<file path="config.mk">
export PLATFORM = sky130hd
export DESIGN_NAME = gpio_input_distributor
export DESIGN_NICKNAME = d
export VERILOG_FILES = /design/src/rtl/gpio_input_distributor.sv
export SDC_FILE = /design/constraint.sdc
export NUM_CORES = 1
export LEC_CHECK = 0
export ABC_AREA = 0
export BUFFER_PORTS_ARGS = -buffer_cell sky130_fd_sc_hd__buf_2
export CAP_MARGIN = 15
export CORE_MARGIN = 2
export CORE_UTILIZATION = 35
export CTS_BUF_LIST = sky130_fd_sc_hd__clkbuf_4 sky130_fd_sc_hd__clkbuf_8 sky130_fd_sc_hd__clkbuf_16
export CTS_CLUSTER_SIZE = 28
export DETAILED_ROUTE_END_ITERATION = 8
export GPL_ROUTABILITY_DRIVEN = 1
export MAX_ROUTING_LAYER = met4
export SLEW_MARGIN = 10
export SYNTH_ARGS = -nofsm -noshare
export SYNTH_HDL_FRONTEND = slang
export SYNTH_SLANG_ARGS = --single-unit
</file>
<file path="constraint.sdc">
create_clock -name clk -period 2.81 [get_ports clk]
set_input_delay 0 -clock clk [delete_from_list [all_inputs] [get_ports clk]]
set_output_delay 0 -clock clk [all_outputs]
set_load 0.01 [all_outputs]
</file>
<file path="src/rtl/gpio_input_distributor.sv">
// gpio_input_distributor
// Brings the 32 raw pad inputs into the core clock domain. Each PIO core gets
// a rotated view of the pins and per-pin edge flags, and has its own
// wait-on-pin matcher. All cores see the same synchronized pin state.
//
// Wait FSM (one per core)
//   state   | meaning
//   --------+-----------------------------------------------------------
//   ST_IDLE | no wait pending; accepts core_wait_req when cancel is low
//   ST_WAIT | compares pin_value[captured pin] to the captured polarity
module gpio_input_distributor #(
  parameter int NUM_CORES = 4,
  parameter int NUM_PINS  = 32
) (
  input  logic                                     clk,
  input  logic                                     rst,
  input  logic [NUM_PINS-1:0]                      gpio_input,
  input  logic [NUM_PINS-1:0]                      sync_bypass,
  input  logic [NUM_CORES-1:0][$clog2(NUM_PINS)-1:0] core_in_base,
  output logic [NUM_CORES-1:0][NUM_PINS-1:0]       core_input,
  output logic [NUM_PINS-1:0]                      pin_rise,
  output logic [NUM_PINS-1:0]                      pin_fall,
  input  logic [NUM_CORES-1:0]                     core_wait_req,
  input  logic [NUM_CORES-1:0][$clog2(NUM_PINS)-1:0] core_wait_pin,
  input  logic [NUM_CORES-1:0]                     core_wait_pol,
  input  logic [NUM_CORES-1:0]                     core_wait_cancel,
  output logic [NUM_CORES-1:0]                     core_wait_busy,
  output logic [NUM_CORES-1:0]                     core_wait_done
);

  localparam int PW = $clog2(NUM_PINS);

  typedef enum logic {
    ST_IDLE = 1'b0,
    ST_WAIT = 1'b1
  } wait_state_t;

  logic [NUM_PINS-1:0] sync1;
  logic [NUM_PINS-1:0] sync2;
  logic [NUM_PINS-1:0] pin_prev;
  logic [NUM_PINS-1:0] pin_value;
  logic                primed;

  wait_state_t                   state      [NUM_CORES];
  wait_state_t                   state_next [NUM_CORES];
  logic [NUM_CORES-1:0][PW-1:0]  wait_pin_q;
  logic [NUM_CORES-1:0]          wait_pol_q;
  logic [NUM_CORES-1:0]          capture;
  logic [NUM_CORES-1:0]          match;
  logic [NUM_CORES-1:0]          done_next;

  // Two-flop synchronizer, previous-value register for edge detect, and the
  // primed flag that masks edges in the first cycle out of reset.
  always_ff @(posedge clk) begin
    if (rst) begin
      sync1    <= '0;
      sync2    <= '0;
      pin_prev <= '0;
      primed   <= 1'b0;
    end else begin
      sync1    <= gpio_input;
      sync2    <= sync1;
      pin_prev <= pin_value;
      primed   <= 1'b1;
    end
  end

  // Bypassed pins take the raw pad value without any added latency.
  assign pin_value = (sync_bypass & gpio_input) | (~sync_bypass & sync2);

  assign pin_rise = pin_value & ~pin_prev & {NUM_PINS{primed}};
  assign pin_fall = ~pin_value & pin_prev & {NUM_PINS{primed}};

  // Per-core rotate-right of the pin vector by core_in_base; the index wraps
  // naturally in PW bits.
  always_comb begin
    core_input = '0;
    for (int c = 0; c < NUM_CORES; c++) begin
      for (int j = 0; j < NUM_PINS; j++) begin
        core_input[c][j] = pin_value[PW'(j + int'(core_in_base[c]))];
      end
    end
  end

  // Wait FSM next-state logic; cancel beats both a new request and a match.
  always_comb begin
    for (int c = 0; c < NUM_CORES; c++) begin
      state_next[c] = state[c];
      capture[c]    = 1'b0;
      done_next[c]  = 1'b0;
      match[c]      = (pin_value[wait_pin_q[c]] == wait_pol_q[c]);
      case (state[c])
        ST_IDLE: begin
          if (core_wait_req[c] && !core_wait_cancel[c]) begin
            capture[c]    = 1'b1;
            state_next[c] = ST_WAIT;
          end
        end
        ST_WAIT: begin
          if (core_wait_cancel[c]) begin
            state_next[c] = ST_IDLE;
          end else if (match[c]) begin
            state_next[c] = ST_IDLE;
            done_next[c]  = 1'b1;
          end
        end
        default: state_next[c] = ST_IDLE;
      endcase
    end
  end

  // Wait FSM state, captured pin/polarity, and the registered done pulse.
  always_ff @(posedge clk) begin
    if (rst) begin
      for (int c = 0; c < NUM_CORES; c++) begin
        state[c] <= ST_IDLE;
      end
      wait_pin_q     <= '0;
      wait_pol_q     <= '0;
      core_wait_done <= '0;
    end else begin
      for (int c = 0; c < NUM_CORES; c++) begin
        state[c] <= state_next[c];
        if (capture[c]) begin
          wait_pin_q[c] <= core_wait_pin[c];
          wait_pol_q[c] <= core_wait_pol[c];
        end
      end
      core_wait_done <= done_next;
    end
  end

  // Busy is a direct decode of the registered state.
  always_comb begin
    core_wait_busy = '0;
    for (int c = 0; c < NUM_CORES; c++) begin
      core_wait_busy[c] = (state[c] == ST_WAIT);
    end
  end

endmodule
</file>
* Word level (Yosys, flattened, before mapping)
Memories as Yosys holds them, arrays and structs flattened.
Index checks and enable logic that the tools add are counted.
** Cells by class
- Add/sub/neg operators :: 124
- $lt $le $gt $ge :: 132
- Eq/ne operators :: 4
- Muxes and demuxes :: 423
- Bitwise gates (word level) :: 18
- Reductions and logical operators :: 12
** Operators by type and width (count)
- 5-bit by 7-bit < comparator with 1-bit output (second input constant) :: 128
- 1-bit binary-select mux with 5-bit select :: 132
- 5-bit adder (first input constant) :: 64
- 1-bit two-way mux :: 287
- 32-bit AND :: 6
- 4-bit by 5-bit adder with 5-bit output (first input constant) :: 32
- 32-bit NOT :: 3
- 3-bit by 5-bit adder with 5-bit output (first input constant) :: 16
- 2-bit by 5-bit adder with 5-bit output (first input constant) :: 8
- 32-bit OR :: 1
- 5-bit by 6-bit < comparator with 1-bit output (second input constant) :: 4
- 1-bit by 5-bit adder with 5-bit output (first input constant) :: 4
- 3-bit OR reduction :: 4
- 1-bit one-hot mux with 2 select lines :: 4
- 1-bit == test :: 4
- 1-bit logical AND :: 4
- 1-bit zero test :: 4
- 1-bit NOT :: 4
- 1-bit OR :: 4
** Word-level totals
- Flip-flop bits (word level) :: 125
- Memory bits (writable) :: 4
- Memories kept :: 1
** Memory list
- state :: words 4, bits a word 1, read ports 4, clocked after Yosys merged registers in 0, wr ports 4, RTL line 44 : wait_state_t state [NUM_CORES];

* Logic depth before layout (Yosys ltp)
Gate-level depths: netlist of run 1.
- Word-level depth :: 10
- Depth in mapped cells :: 10
- Depth with buffers taken out :: 7

* Worst setup path before layout of run 1
Ideal clock, no wire load.
- Path kind :: input-to-output
- Start point :: in core_in_base[7] in the netlist's numbering
- End point :: out core_input[42] in the netlist's numbering
- Arrival :: 2.160 ns
- Data required time :: 2.810 ns
- Slack :: 0.650 ns
- Stages :: 8
- Cells stage by stage :: clkbuf_1 -> clkbuf_1 -> clkinv_1 -> ha_1 -> buf_1 -> mux2i_1 -> mux2i_1 -> mux2i_1
** RTL lines
- start, declared :: RTL line 19 : input logic [NUM_CORES-1:0][$clog2(NUM_PINS)-1:0] core_in_base,
- end, declared :: RTL line 20 : output logic [NUM_CORES-1:0][NUM_PINS-1:0] core_input,

==> qor.yml, run 1 <==
synth_mux_area_share_pct: 48.5
initial_utilization_pct: 35.3
ant_nets: 0
synthArstFlopShare_pct: 0
cts_tree: "built"
drc: 0
die_y_um: 209
synth-compound-area-share_pct: 6.10
multiInputGateArea_sq_mm: 0.0116
root_buffer: "clkbuf_16"
synthXorXnorAreaFrac_pct: 6.68
postSynthCellCount: 1515
rsz0062_at_grt: "false"
seqCellArea_sq_mm: 0.00258
nFillCells: 3993
synth_edf_count: 0
track_usage_pct: 23.8
cp.arrival_ps: 2640
syn_area_per_cell_sq_um: 9.70
end_kind: "output port"
clk_pin_slew_ps: 70
tightestPinTransition_ps: 892
ys_warn_count: 0
port-buffer-count: 317
clk_path_buf_depth: 2
skew_ps: 17.9
routed_wl_um: 51700
required_ps: 2810
antenna_found_initial: 7
yosysSeqAreaShare_pct: 17.6
holdWs_ps: 7.61
drive_above_1_share_pct: 32.7
fin_tns_setup_ps: 0
placed_cell_area_sq_mm: 0.0170
drt_iter0_markers: 1135
dp_cells: 2282
slew_headroom_pct: 40.5
synthDistinctLibCells: 42
areaGrowthSynthToFinish_pct: 24.1
grt_pass1_wl_um: 79000
syn_area_sq_mm: 0.0147
power_density_mw_per_mm2: 454
stdcell_count: 2391
core_sq_mm: 0.0417
ys.flop_type: "dfxtp_1"
die_width_um: 209
num_vias: 13600
cp_max_fo: 18
hold_class: "input pin to register"
gp_congestion: 0.879
cts_inserted_buffers: 17
final_area_sq_mm: 0.0182
num_io_pins: 318
power_mw: 8.27
synthAdderAreaFrac_pct: 3.92
drv_slew: 0
dieArea_sq_mm: 0.0436
drt_pre_antenna_iters: 8
fin_nets: 1996
cts.sinks: 129
vias_per_cell: 5.71
hpwl_um: 38500
hold_viol_final: 0
grt_pass1_vias: 13500
grt_max_degree: 81
clkLatencyLatePin_ps: 430
min_period_ps: 2640
synth-simple-area-share_pct: 12.6
synth_nets: 1679
outcome: "complete, no violations"
rows: 75
setup_viol: 0
globalRouteOverflowTotal: 0
cap_violations: 0
clock.fmax_mhz: 379
setup.worst_path.start_class: "register"
htree_levels: 4
detail_route.wl_per_cell_um: 21.6
min_period_over_period_pct: 94.0
p_leak_nw: 8.05
crit_type: "register to output port"
ys_ff_latch: 129
peakVddDrop_mv: 0.365
synth_top_family_by_area: "multiplexers"
timing repair:
| action | 4_1_cts | 5_1_grt |
|---|---|---|
| buffers inserted | 0 | 0 |
| endpoints found under the hold margin | 70 | 0 |
| endpoints found under the setup margin | 0 | 1 |
| resized for setup | 0 | 1 |
| hold buffers | 70 | 0 |
kinds of logic (layout without fill, tap and decap cells):
group	after synthesis	in the layout
XOR/XNOR	112	112
flip-flops	129	129
other	0	7
AND/OR/NAND/NOR	374	374
adder cells (fa/ha/maj)	46	46
buffers and inverters	172	502
multiplexers	513	513
AO/OA/AOI/OAI	169	169
registers in the layout, summed over array words and instances, names as in the netlist:
signal	count
sync2	32
wait_pin_q	20
primed	1
core_wait_done	4
state	4
sync1	32
wait_pol_q	4
pin_prev	32
through the flow:
stage | worst slack [ps] | util [%]
after floorplan | 650 | -
after global placement | 555 | 40.7
after detailed placement | 527 | 40.7
after CTS | 188 | 43.7
after global routing | 23.2 | 43.8
final | 169 | 43.8
final timing paths:
kind,start,endpoint,slack [ps],depth (start not counted)
setup reg to reg,sync2[16],state[3],530,7
hold reg to reg,sync1[30],sync2[30],440,1
setup / recovery,sync2[16],core_input[80],170,9
hold / removal,sync_bypass[10],pin_prev[10],8,3
synth_stat cells, types with 6 or more instances:
| library cell | count | share of area [%] |
|---|---|---|
| a21oi_1 | 141 | 4.8 |
| and3_1 | 37 | 1.6 |
| buf_1 | 15 | 0.38 |
| buf_2 | 10 | 0.34 |
| clkbuf_1 | 112 | 2.9 |
| clkinv_1 | 9 | 0.23 |
| dfxtp_1 | 129 | 18 |
| ha_1 | 46 | 3.9 |
| inv_1 | 13 | 0.33 |
| inv_2 | 9 | 0.23 |
| mux2_2 | 17 | 1.3 |
| mux2i_1 | 338 | 23 |
| mux4_2 | 155 | 24 |
| nand2_1 | 46 | 1.2 |
| nor2_1 | 164 | 4.2 |
| nor2b_1 | 75 | 3.2 |
| nor3_1 | 6 | 0.20 |
| nor3b_1 | 36 | 1.8 |
| o21ai_0 | 9 | 0.31 |
| xnor2_1 | 68 | 4.1 |
| xor2_1 | 44 | 2.6 |
layout by cell type, fill, tap and decap left out, types with 9 or more instances in the layout:
master         count
mux2i_1          318
buf_2            316
nor2_1           164
mux4_2           155
a21oi_1          141
dfxtp_1          128
nor2b_1           75
dlygate4sd3_1     70
xnor2_1           68
buf_4             52
nand2_1           46
ha_1              46
xor2_1            44
and3_1            37
nor3b_1           36
mux2_2            17
clkbuf_16         17
inv_1             13
mux2i_2           11
mux2i_4            9
clkinv_1           9
inv_2              9
critical path: stages, from the launching register on:
cell and delay, ps:
dfxtp_1 330, mux2i_4 590, buf_4 290, mux4_2 270
nand2_1 50, o21ai_0 150, nor2_1 80, a21oi_1 190
mux2i_1 110, buf_2 160
layout make-up:
type | instances | area share (%)
inverters | 31 | 0.638
repair buffers | 439 | 14.8
well taps | 539 | 3.70
clock buffers | 17 | 2.33
clock inverters | 15 | 0.741
multi-input cells | 1214 | 63.6
diodes | 7 | 0.0961
flip-flops and latches | 129 | 14.2
where the power goes:
group	internal (mW)	leakage (nW)	switching, mW	total, mW
sequential	1.92	1.06	0.0742	1.99
clock	1.17	0.274	0.996	2.17
combinational	1.82	6.71	2.29	4.11
total	4.91	8.05	3.36	8.27
layer usage:
layer	global-route usage, %	part of all wire, %	vias to the layer above
li1	-	-	6192
met1	29.4	41	6679
met2	40.5	49	683
met3	4.19	7.7	89
met4	5.96	2.1	0
met5	-	0	-
Note: power is estimated with default switching activity, not from simulation.
==> inputs of run 2 (changes only) <==
--- a/config.mk
+++ b/config.mk
@@ -15,6 +15,7 @@
 export DETAILED_ROUTE_END_ITERATION = 8
 export GPL_ROUTABILITY_DRIVEN = 1
 export MAX_ROUTING_LAYER = met4
+export PLACE_DENSITY_LB_ADDON = 0.3
 export SLEW_MARGIN = 10
 export SYNTH_ARGS = -nofsm -noshare
 export SYNTH_HDL_FRONTEND = slang
==> run 2 against run 1 <==
Against the previous run: non-clock buffer count fell by 3; total power barely moved; final area fell by 0.15%; hold slack improved by 26 ps; via count fell by 0.63%; count of clock-buffer cells in the layout rose by 6.
==> qor.yml, run 2 (synthesis gave the netlist of run 1 again) <==
power.switching_mw: 3.23  # -4.1%
reg.largest.list: "pin_prev (32), sync1 (32), sync2 (32)"
path_cells: "mux2i_2, buf_4, mux4_2, and2_1, nor3_1, a21oi_1, mux2i_1, buf_2"
r2r-end: "core_wait_done[1]"
cts_inserted_buffers: 17  # unchanged
detail_route.wl_per_cell_um: 21.7  # +0.34%
globalRouteOverflowTotal: 0  # unchanged
seq_power_share_pct: 24.1  # about the same
routed_wl_um: 51800  # +0.13%
hold_viol_final: 0  # unchanged
crit_start: "sync2[27]"
rows: 75  # unchanged
drv_slew: 0  # unchanged
cts.sinks: 129  # unchanged
drc: 0  # unchanged
hold_class: "input pin to register"
die_y_um: 209  # unchanged
num_io_pins: 318  # unchanged
ant_nets: 0  # unchanged
track_usage_pct: 23.9  # +0.043 points
cp-endpoint: "core_input[104]"
cts_setup_buffers: 0  # unchanged
crit_type: "register to output port"
min_period_ps: 2690  # +50.0 ps
slowest_stage: "mux2i_2"
areaGrowthSynthToFinish_pct: 23.9
num_vias: 13600  # -0.63%
grt_max_degree: 71  # -12%
required_ps: 2810  # about the same
port-buffer-count: 317  # unchanged
cap_violations: 0  # unchanged
power.share.clock_pct: 26.2  # about the same
cp_max_fo: 16  # -2
reg2reg_depth: 7  # unchanged
drive_above_1_share_pct: 32.6  # -0.055 points
gp_congestion: 0.869  # -1.1%
drt_pre_antenna_iters: 5  # -3
skew_ps: 8.52  # -9.42 ps
setup.worst_path.start_class: "register"
holdWs_ps: 33.8  # +26.2 ps
clk_path_buf_depth: 2  # unchanged
grt_pass1_wl_um: 78400  # -0.66%
fin_nets: 1993  # -0.15%
peakVddDrop_mv: 0.570  # +56%
swShare_pct: 39.0  # -1.7 points
hpwl_um: 38200  # -0.90%
clock.fmax_mhz: 372  # -1.9%
outcome: "complete, no violations"
power_density_mw_per_mm2: 454  # +0.14%
core_sq_mm: 0.0417  # unchanged
root_buffer: "clkbuf_16"
worstReg2RegStart: "sync2[6]"
die_width_um: 209  # unchanged
p_leak_nw: 8.04  # about the same
clk_pin_slew_ps: 60  # about the same
fin_tns_setup_ps: 0  # unchanged
r2r_slack_ps: 410  # -120 ps
grt_pass1_vias: 13500  # -0.015%
htree_levels: 4  # unchanged
tightestPinTransition_ps: 992  # +99.5 ps
rsz0062_at_grt: "false"
slew_headroom_pct: 32.0  # -8.5 points
cts_tree: "built"
setup_viol: 0  # unchanged
vias_per_cell: 5.68  # -0.42%
drt_iter0_markers: 1114  # -1.9%
end_kind: "output port"
combinationalPowerShare_pct: 49.7  # about the same
initial_utilization_pct: 35.3  # unchanged
power.internal_mw: 5.04  # +2.8%
cp.arrival_ps: 2690  # +50 ps
min_period_over_period_pct: 95.8  # +1.8 points
crit_path_max_incr_delay_ps: 540  # -50 ps
clkLatencyLatePin_ps: 430  # about the same
final_cell_mix: "mux2i_1, buf_2, nor2_1, mux4_2, a21oi_1"
final_common_cell: "mux2i_1"
dieArea_sq_mm: 0.0436  # unchanged
antenna_found_initial: 6  # -1
run 2: cell types whose count changed in the layout (fill, tap and decap cells not counted), moves of 2 or more:
cell	change
inv_6	-7
buf_4	-2
diode_2	-2
inv_8	-4
clkbuf_8	+3
clkinv_2	+3
clkbuf_4	+3
run 2: layer usage:
layer / wire, um / vias to the layer above / track usage (%)
li1: - / 6175 / -
met1: 21400 / 6586 / 29.9
met2: 24800 / 703 / 39.6
met3: 4460 / 93 / 4.57
met4: 1190 / 0 / 6.40
met5: 0 / - / -
run 2: final cells by class:
class	count	area, sq um
flip-flops and latches	129	2580
diodes	5	12.5
clock buffers	23	489
multi-input cells	1214	11600
repair buffers	436	2670
well taps	539	674
clock inverters	9	82.6
inverters	31	116
fillers	4032	23500
run 2: worst max-delay path: cells and delay by family (launching register included):
family | cells | cell delay (ps)
simple gates | 2 | 200
flops | 1 | 310
mux | 3 | 960
buf+inv | 2 | 560
compound gates | 1 | 240
run 2: per-stage QoR:
| stage | cell area [sq um] | total power [mW] | std cells | util [%] | setup WS (ps) |
|---|---|---|---|---|---|
| 6_report | 18200 | 8.27 | 2386 | 43.7 | 119 |
| 5_1_grt | 18200 | 8.70 | 2386 | 43.7 | 14.8 |
| 4_1_cts | 18200 | 8.28 | 2380 | 43.6 | 109 |
| 3_5_place_dp | 16900 | 6.03 | 2280 | 40.6 | 455 |
| 3_3_place_gp | 16900 | 5.95 | 2280 | 40.6 | 559 |
| 2_1_floorplan | 14700 | 4.68 | 1515 | - | 650 |
run 2: how the worst min path moves through the flow:
stage                           startpoint       endpoint  depth (start not counted)
after global routing       sync_bypass[30]   pin_prev[30]                          4
after floorplan              gpio_input[0]       sync1[0]                          1
after CTS                  sync_bypass[31]   pin_prev[31]                          4
final                      sync_bypass[31]   pin_prev[31]                          4
after global placement    core_wait_pin[5]  wait_pin_q[5]                          3
after detailed placement  core_wait_pin[5]  wait_pin_q[5]                          3
run 2: power groups by stage:
stage | combinational [mW] | clock (mW) | sequential [mW]
after floorplan | 2.69 | 0 | 1.99
after global placement | 3.93 | 0 | 2.03
after detailed placement | 4.00 | 0 | 2.03
after CTS | 4.08 | 2.20 | 1.99
after global routing | 4.41 | 2.28 | 2.01
final | 4.11 | 2.17 | 1.99
run 2: what timing repair did:
action / 4_1_cts / 5_1_grt
hold buffers: 68 / 1
hold endpoints to repair: 68 / 1
resized for setup: 0 / 3
setup endpoints to repair: 0 / 14
